<file path="src/rtl/fan_ctrl_pkg.sv">
// rtl/fan_ctrl_pkg.sv - shared encodings for the fan front-panel input stage
//
// Contents:
//   fan_state_t : command FSM states IDLE / ARMED / HOLD
//   fan_cmd_t   : command encoding, bit order {down, up}
//   LOW / HIGH  : single-bit level constants
package fan_ctrl_pkg;

   typedef enum logic [1:0] {
      IDLE  = 2'd0,
      ARMED = 2'd1,
      HOLD  = 2'd2
   } fan_state_t;

   // {down, up}: stop is both bits set
   typedef enum logic [1:0] {
      CMD_NONE = 2'b00,
      CMD_UP   = 2'b01,
      CMD_DOWN = 2'b10,
      CMD_STOP = 2'b11
   } fan_cmd_t;

   localparam logic LOW  = 1'b0;
   localparam logic HIGH = 1'b1;

endpackage

</file>
<file path="src/rtl/fan_button_interface_debounce.sv">
// rtl/fan_button_interface_debounce.sv - per-button synchroniser, debouncer and press detector
//
// Module button_debounce
// Parameters:
//   DEBOUNCE_CYCLES : consecutive differing cycles before the stable value flips (>= 2)
// Ports:
//   clk    in  : system clock
//   reset  in  : synchronous active-high reset
//   raw    in  : raw asynchronous button
//   stable out : debounced button level
//   press  out : one-cycle pulse on the stable 0->1 flip
module button_debounce
   import fan_ctrl_pkg::*;
#(
   parameter int DEBOUNCE_CYCLES = 16
) (
   input  logic clk,
   input  logic reset,
   input  logic raw,
   output logic stable,
   output logic press
);

   localparam int CW = $clog2(DEBOUNCE_CYCLES);

   logic          sync1;
   logic          sync2;
   logic [CW-1:0] cnt;
   logic          flip;

   // The counter holds the number of differing cycles already seen, so the
   // DEBOUNCE_CYCLES-th differing cycle is the one where it reads N-1.
   assign flip  = (sync2 != stable) && (cnt == CW'(DEBOUNCE_CYCLES - 1));
   // Press is asserted in the same cycle the flip is decided, so the command
   // FSM sees it on the edge where stable rises.
   assign press = flip && sync2;

   always_ff @(posedge clk) begin
      if (reset) begin
         sync1  <= LOW;
         sync2  <= LOW;
         stable <= LOW;
         cnt    <= '0;
      end else begin
         sync1 <= raw;
         sync2 <= sync1;
         if (sync2 == stable) begin
            cnt <= '0;
         end else if (flip) begin
            stable <= sync2;
            cnt    <= '0;
         end else begin
            cnt <= cnt + 1'b1;
         end
      end
   end

endmodule

</file>
<file path="src/rtl/fan_button_interface.sv">
// rtl/fan_button_interface.sv - two-button front panel to fan controller command strobe
//
// Optional feature macro: FAN_BTN_AUTOREPEAT_EN (auto-repeat of a held single command)
// Parameters:
//   DEBOUNCE_CYCLES : debounce length in cycles (>= 2)
//   COMBO_WINDOW    : cycles after a first press in which the other press forms a stop (>= 1)
//   REPEAT_CYCLES   : auto-repeat period, used only with FAN_BTN_AUTOREPEAT_EN (>= 2)
// Ports:
//   clk      in  : system clock
//   reset    in  : synchronous active-high reset
//   btn_up   in  : raw up button
//   btn_down in  : raw down button
//   update   out : one-cycle command strobe
//   up       out : up command, 0 unless update
//   down     out : down command, 0 unless update; up=down=1 is stop
module fan_button_interface
   import fan_ctrl_pkg::*;
#(
   parameter int DEBOUNCE_CYCLES = 16,
   parameter int COMBO_WINDOW    = 8,
   parameter int REPEAT_CYCLES   = 64
) (
   input  logic clk,
   input  logic reset,
   input  logic btn_up,
   input  logic btn_down,
   output logic update,
   output logic up,
   output logic down
);

   localparam int WW = $clog2(COMBO_WINDOW + 1);

   // Elaboration-time parameter legality checks.
   if (DEBOUNCE_CYCLES < 2) begin : g_bad_debounce
      $error("DEBOUNCE_CYCLES must be >= 2");
   end
   if (COMBO_WINDOW < 1) begin : g_bad_window
      $error("COMBO_WINDOW must be >= 1");
   end
   if (REPEAT_CYCLES < 2) begin : g_bad_repeat
      $error("REPEAT_CYCLES must be >= 2");
   end

   logic          stable_up;
   logic          stable_down;
   logic          press_up;
   logic          press_down;

   fan_state_t    state;
   logic [WW-1:0] win_cnt;
   logic [WW-1:0] win_next;
   logic          rec_down;
   logic          stop_pend;
   logic          other_press;

`ifdef FAN_BTN_AUTOREPEAT_EN
   localparam int RW = $clog2(REPEAT_CYCLES);
   logic          rep_active;
   logic [RW-1:0] rep_cnt;
   logic          rep_held;
   assign rep_held = rec_down ? (stable_down && !stable_up)
                              : (stable_up && !stable_down);
`endif

   button_debounce #(.DEBOUNCE_CYCLES(DEBOUNCE_CYCLES)) u_deb_up (
      .clk    (clk),
      .reset  (reset),
      .raw    (btn_up),
      .stable (stable_up),
      .press  (press_up)
   );

   button_debounce #(.DEBOUNCE_CYCLES(DEBOUNCE_CYCLES)) u_deb_down (
      .clk    (clk),
      .reset  (reset),
      .raw    (btn_down),
      .stable (stable_down),
      .press  (press_down)
   );

   assign win_next    = win_cnt + 1'b1;
   assign other_press = rec_down ? press_up : press_down;

   always_ff @(posedge clk) begin
      if (reset) begin
         state       <= IDLE;
         win_cnt     <= '0;
         rec_down    <= LOW;
         stop_pend   <= LOW;
         update      <= LOW;
         {down, up}  <= CMD_NONE;
`ifdef FAN_BTN_AUTOREPEAT_EN
         rep_active  <= LOW;
         rep_cnt     <= '0;
`endif
      end else begin
         update     <= LOW;
         {down, up} <= CMD_NONE;
         stop_pend  <= LOW;

         // A stop is decided one edge and emitted on the next.
         if (stop_pend) begin
            update     <= HIGH;
            {down, up} <= CMD_STOP;
         end

         case (state)
            IDLE: begin
               if (press_up && press_down) begin
                  stop_pend <= HIGH;
                  state     <= HOLD;
               end else if (press_up || press_down) begin
                  rec_down <= press_down;
                  win_cnt  <= '0;
                  state    <= ARMED;
               end
            end

            ARMED: begin
               // The other press wins over a window expiring on the same edge,
               // since the counter is still below COMBO_WINDOW at that point.
               if (other_press) begin
                  stop_pend <= HIGH;
                  state     <= HOLD;
               end else if (win_next == WW'(COMBO_WINDOW)) begin
                  update     <= HIGH;
                  {down, up} <= rec_down ? CMD_DOWN : CMD_UP;
                  state      <= HOLD;
`ifdef FAN_BTN_AUTOREPEAT_EN
                  rep_active <= HIGH;
                  rep_cnt    <= '0;
`endif
               end else begin
                  win_cnt <= win_next;
               end
            end

            HOLD: begin
`ifdef FAN_BTN_AUTOREPEAT_EN
               // Repeat ends for good once the held button is released or the
               // other button joins; it is not re-armed within this HOLD.
               if (rep_active) begin
                  if (!rep_held) begin
                     rep_active <= LOW;
                  end else if (rep_cnt == RW'(REPEAT_CYCLES - 1)) begin
                     update     <= HIGH;
                     {down, up} <= rec_down ? CMD_DOWN : CMD_UP;
                     rep_cnt    <= '0;
                  end else begin
                     rep_cnt <= rep_cnt + 1'b1;
                  end
               end
`endif
               if (!stable_up && !stable_down) begin
                  state <= IDLE;
               end
            end

            default: state <= IDLE;
         endcase
      end
   end

endmodule

</file>
<file path="config.mk">
export PLATFORM = sky130hd
export DESIGN_NAME = fan_button_interface
export DESIGN_NICKNAME = d
export VERILOG_FILES = /design/src/rtl/fan_ctrl_pkg.sv /design/src/rtl/fan_button_interface_debounce.sv /design/src/rtl/fan_button_interface.sv
export SDC_FILE = /design/constraint.sdc
export NUM_CORES = 1
export LEC_CHECK = 0
export BUFFER_PORTS_ARGS = -buffer_cell sky130_fd_sc_hd__buf_2
export CAP_MARGIN = 0
export CORE_AREA = 5 5 51 53
export DETAILED_ROUTE_END_ITERATION = 16
export DIE_AREA = 0 0 56 58
export PLACE_DENSITY = 0.82
export SYNTH_ARGS = -nofsm -noshare
export SYNTH_HDL_FRONTEND = slang
export SYNTH_SLANG_ARGS = --single-unit
</file>
<file path="constraint.sdc">
create_clock -name clk -period 2 [get_ports clk]
set_clock_uncertainty 0.1 [all_clocks]
set_input_delay 0.2 -clock clk [delete_from_list [all_inputs] [get_ports clk]]
set_output_delay 0.2 -clock clk [all_outputs]
set_load 0.03 [all_outputs]
</file>
==> Word-level counts from Yosys, hierarchy flattened <==
Cells that the tools add are included.
{ "totals": {"reg_bits": 25, "input_bits": 4, "out_inout_bits": 3, "elab_cells": 81} }
{ "op_classes": {"addsub": 3, "n_eq_ne": 16, "n_mux": 26, "bitwise": 3, "reduce_logical": 18} }
{ "op_table": {"columns": ["op", "n"], "rows": [
  ["2-to-1 mux 4 bit", 4],
  ["2-to-1 mux 1 bit", 13],
  ["adder 4 x 1 -> 4 bit (second input constant)", 3],
  ["equality test 4 bit (second input constant)", 3],
  ["2-to-1 mux 2 bit", 6],
  ["inequality test 2 bit (second input constant)", 5],
  ["case mux 4 bit (2 select lines)", 1],
  ["logical AND 1 bit", 6],
  ["inequality test 3 bit (second input constant)", 2],
  ["case mux 2 bit (3 select lines)", 1],
  ["AND reduction 3 bit", 2],
  ["OR reduction 3 bit", 2],
  ["AND reduction 5 bit", 1],
  ["AND reduction 2 bit", 2],
  ["inverter 1 bit", 3],
  ["equality test 1 bit", 2],
  ["equality test 2 x 1 -> 1 bit (second input constant)", 1],
  ["equality test 2 bit (second input constant)", 1],
  ["logical NOT 1 bit", 2],
  ["logical NOT 2 bit", 1],
  ["inequality test 1 bit", 2],
  ["case mux 1 bit (2 select lines)", 1],
  ["nonzero test 2 bit", 1],
  ["logical OR 1 bit", 1]
]} }

==> Depth between registers and ports, before layout <==
{ "logic_depth": {"ltp_word": 7, "depth_mapped": 6} }

==> Hierarchy <==
A second synthesis with hierarchy kept.
{ "unflattened": {"cells_unflattened": 122, "area_unflattened_um2": 1154.9} }
{ "modules_own_cells": {"columns": ["module", "instances", "cells_per_inst", "area_per_inst_um2", "seq_area_each_um2"], "rows": [
  ["fan_button_interface", 1, 74, 644.4, 220.2],
  ["button_debounce", 2, 24, 255.2, 140.1]
]} }

==> Worst setup path before layout <==
Ideal clock, no wire load.
{ "synth_path": {"path_kind": "flip-flop to flip-flop", "startpoint": "register u_deb_down.cnt[0]", "endpoint": "register state[1]", "arrival_ns": 1.503, "required_ns": 1.834, "setup_slack_ns": 0.331, "path_stages_with_launch": 6, "n_path_buf": 0, "period_less_slack_ns": 1.669, "cell_sequence": "dfxtp_1 > ha_1 > nand3_2 > or3_4 > a311o_1 > a21oi_2"} }
{ "synth_via": {"elab_chain_len": 6, "elab_cells_between_ends": 12, "classes_between": "eq/ne: 3; mux: 4; reduce/logical: 5"} }
{ "synth_rtl": {"columns": ["element", "line", "text"], "rows": [
  ["start: declaration", "fan_button_interface_debounce.sv:28", "logic [CW-1:0] cnt;"],
  ["start signal: assignment", "fan_button_interface_debounce.sv:53", "cnt <= cnt + 1'b1;"],
  ["equality test 4 bit (*)", "fan_button_interface_debounce.sv:33", "assign flip = (sync2 != stable) && (cnt == CW'(DEBOUNCE_CYCLES - 1));"],
  ["logical AND 1 bit (*)", "fan_button_interface_debounce.sv:33", null],
  ["logical AND 1 bit (*)", "fan_button_interface_debounce.sv:36", "assign press = flip && sync2;"],
  ["2-to-1 mux 1 bit, or another cell as far along", "fan_button_interface.sv:83", "assign other_press = rec_down ? press_up : press_down;"],
  ["inequality test 3 bit (no source line), or another cell as far along", null, null],
  ["AND reduction 3 bit (no source line) or case mux 2 bit (3 select lines) (tied branches)", null, null],
  ["end signal: assignment", "fan_button_interface.sv:87", "state <= IDLE;"],
  ["end signal: assignment", "fan_button_interface.sv:112", "state <= HOLD;"],
  ["end signal: assignment", "fan_button_interface.sv:116", "state <= ARMED;"],
  ["end: declaration", "fan_button_interface.sv:50", "fan_state_t state;"]
]} }
Every way passes the cells marked *; elsewhere a longest branch is shown, timed or not.
A chain may end at the register's enable or synchronous reset.

==> Final worst setup path <==
{ "layout_path": {"startpoint": "register u_deb_down.cnt[0]", "endpoint": "register win_cnt[1]"} }
{ "layout_via": {"elab_chain_len": 6, "elab_cells_between_ends": 10, "classes_between": "eq/ne: 4; mux: 1; reduce/logical: 5"} }
{ "layout_rtl": {"columns": ["element", "line", "text"], "rows": [
  ["equality test 4 bit (*)", "fan_button_interface_debounce.sv:33", null],
  ["logical AND 1 bit (*)", "fan_button_interface_debounce.sv:33", null],
  ["logical AND 1 bit (*)", "fan_button_interface_debounce.sv:36", null],
  ["2-to-1 mux 1 bit, or another cell as far along", "fan_button_interface.sv:83", null],
  ["inequality test 2 bit (no source line)", null, null],
  ["AND reduction 5 bit (no source line) (*)", null, null],
  ["end signal: assignment", "fan_button_interface.sv:135", "win_cnt <= win_next;"],
  ["end: declaration", "fan_button_interface.sv:51", "logic [WW-1:0] win_cnt;"]
]} }
Marks and branches as above.

==> results.cfg <==
[die]
dieWidth_um = 56
start_util = 0.546
rows = 17
pin_count = 7
dieArea_um2 = 3250
die_y_um = 58
coreArea_um2 = 2110

[critical_path]
crit_slowest_cell = or3_4
required_ps = 2100
arrival_ps = 1900
worst_setup_path_end_kind = flop
path_class = reg2reg
setup.worst_path.start_class = flop
slowest_delay_ps = 430
path_max_fanout = 7
crit_path_cell_trace = ha_1, nand3_2, or3_4, nand4b_2, and2_1, o41ai_2

[placement]
dp.cells = 156
dp_hpwl_um = 1470
place_area_um2 = 1190
place_congestion = 0.901
pre_cts_slack_ps = 209
placement.io_buffers = 6

[sta]
fin_crit_ps = 1800
report.final.slew_viol_count = 0
max_freq_mhz = 554
rsz0062_at_grt = no
setup_viol = 0
hold_viol = 0
fin_setup_tns_ps = 0
period_share = 0.902
slew_headroom = 0.768
final.setup.worst_slack_ps = 196
worst_pin_slew_ps = 345

[min_path]
hold_path_class = in2reg

[synth]
yosys.area_share.simple = 0.293
mappedNetlistArea_um2 = 1150
yosys.area_share.xor_xnor = 0.0305
synth-compound-area-share = 0.158
synth_area_per_cell_um2 = 9.27
yosysSeqAreaShare = 0.435
yosys-mux-area-fraction = 0.00871
synth_top_area_cell = dfxtp_1
synthAdderAreaFrac = 0.0326
synth_top_area_frac = 0.435
synthesis.instances = 124
synth.top_cells.by_area = dfxtp_1, nor2_1, a21oi_1
ys_warn_count = 0
synth_top_family_by_area = simple AND/OR/NAND/NOR gates
ys_types = 40
ys_seq_elements = 25
synth_fp_nets = 131

[cells_and_area]
regArea_um2 = 500
multi_input_area_um2 = 601
antennaDiodeCount = 0
fin_cells = 162
fillers = 182
layout_commonest_cell = dfxtp_1
design_area_um2 = 1240
drive_gt1_frac = 0.142
synthToLayoutAreaGrowth_pct = 7.83
fin_nets = 142
final_cell_mix = dfxtp_1, nor2_1, a21oi_1
fin_util = 0.589

[clock_tree]
clockBufferDepth = 2
cts-root-buf = clkbuf_4
cts-buffers-inserted = 3
post-cts-setup-buffer-count = 0
htreeDepth = 1
path_clk_slew_ps = 140
numClockSinks = 25
cts_tree = yes
clk_latency_ps = 310

[detailed_routing]
post-route-drc-count = 0
viasPerCell = 5.33
vias = 863
drtIter0Drc = 8
wl_per_cell_um = 11.8
ant_nets = 0
wl_um = 1910
dr.pass1.iters = 4

[global_routing]
grt.total_usage = 0.126
use_met1 = 0.142
grt.overflow.total = 0
grt-busiest-layer = met2
grt_max_degree = 21
grt_pass1_wl_um = 3330
grt_use_met3 = 0.0223
grt_util_met2 = 0.235
first_global_vias = 830
antenna_found_initial = 0

[power]
swShare = 0.214
p_switching_mw = 0.160
seqPwrFrac = 0.676
combPwrFrac = 0.029
intPower_mw = 0.588
p_leak_nw = 0.434
clkPwrFrac = 0.295
powerDensity_nw_per_um2 = 603
ir_drop_uv = 471

[run]
cap_viol_max_count = 0

[run_status]
status = finished, final reports clean
==> final cells by class <==
cell class / count / area share
inverter: 7 / 0.0212
clock inverter: 1 / 0.00404
clock buffer: 3 / 0.0182
multi-input combinational: 90 / 0.484
tap: 28 / 0.0283
timing repair buffer: 8 / 0.0404
sequential: 25 / 0.404
==> cells by family (layout without fill, tap and decap cells) <==
kind of cell,after synthesis,in the layout
compound gates,26,26
mux,1,1
simple gates,56,56
xor+xnor,4,4
flops,25,25
fa+ha+maj,3,3
buf+inv,9,19
==> power groups by stage <==
stage / Combinational, mW / Sequential [mW] / Clock (mW)
floorplan: 0.0177 / 0.516 / 0
global placement: 0.0188 / 0.516 / 0
detailed placement: 0.0191 / 0.517 / 0
CTS: 0.0220 / 0.506 / 0.227
global route: 0.0250 / 0.507 / 0.248
finish: 0.0219 / 0.506 / 0.220
==> sequential cells by signal, indices dropped and copies added (netlist names), 2 cells and up <==
name,cells
win_cnt,4
u_deb_up.cnt,4
state,2
u_deb_down.cnt,4
==> repair_timing <==
action,in CTS,in global routing
gates resized for setup,0,0
hold buffers,2,0
hold endpoints to repair,2,0
==> layer usage <==
metal  part of all wire  vias up
met5                  0        -
met4              0.015        0
met3              0.027        4
met2               0.50       10
met1               0.46      397
li1                   -      452
==> synthesized netlist by cell type (all sizes together) <==
cell type / number
dfxtp: 25
nor2: 14
a21oi: 11
nand2: 9
inv: 7
nand3: 7
nor2b: 6
nand2b: 5
a21o: 3
ha: 3
nand4b: 3
o21ai: 3
buf: 2
nor3: 2
o211ai: 2
or2: 2
or3: 2
xnor2: 2
xor2: 2
a211oi: 1
a21bo: 1
a22oi: 1
a311o: 1
and2: 1
and3: 1
mux2i: 1
nand3b: 1
nand4: 1
nand4bb: 1
o2111ai: 1
o211a: 1
o41ai: 1
or2b: 1
==> through the flow <==
stage | power, mW | hold WS (ps)
after floorplan | 0.534 | 228
after global placement | 0.535 | 312
after detailed placement | 0.536 | 315
after CTS | 0.755 | 157
after global routing | 0.779 | 172
final | 0.748 | 160
==> path summary, 6_finish.rpt <==
kind,endpoint,cells past startpoint,slack [ps],from
max,win_cnt[1],6,200,u_deb_down.cnt[0]
min,down,2,160,reset
max reg2reg,win_cnt[1],6,200,u_deb_down.cnt[0]
min reg2reg,u_deb_down.cnt[0],1,360,u_deb_down.cnt[0]
==> critical path, delay by kind of cell (launching register included) <==
kind / cells / cell delay (ps)
AO/OA/AOI/OAI: 1 / 70
adder cells (fa/ha/maj): 1 / 220
flip-flops: 1 / 380
AND/OR/NAND/NOR: 4 / 920
(Power assumes the default switching activity.)
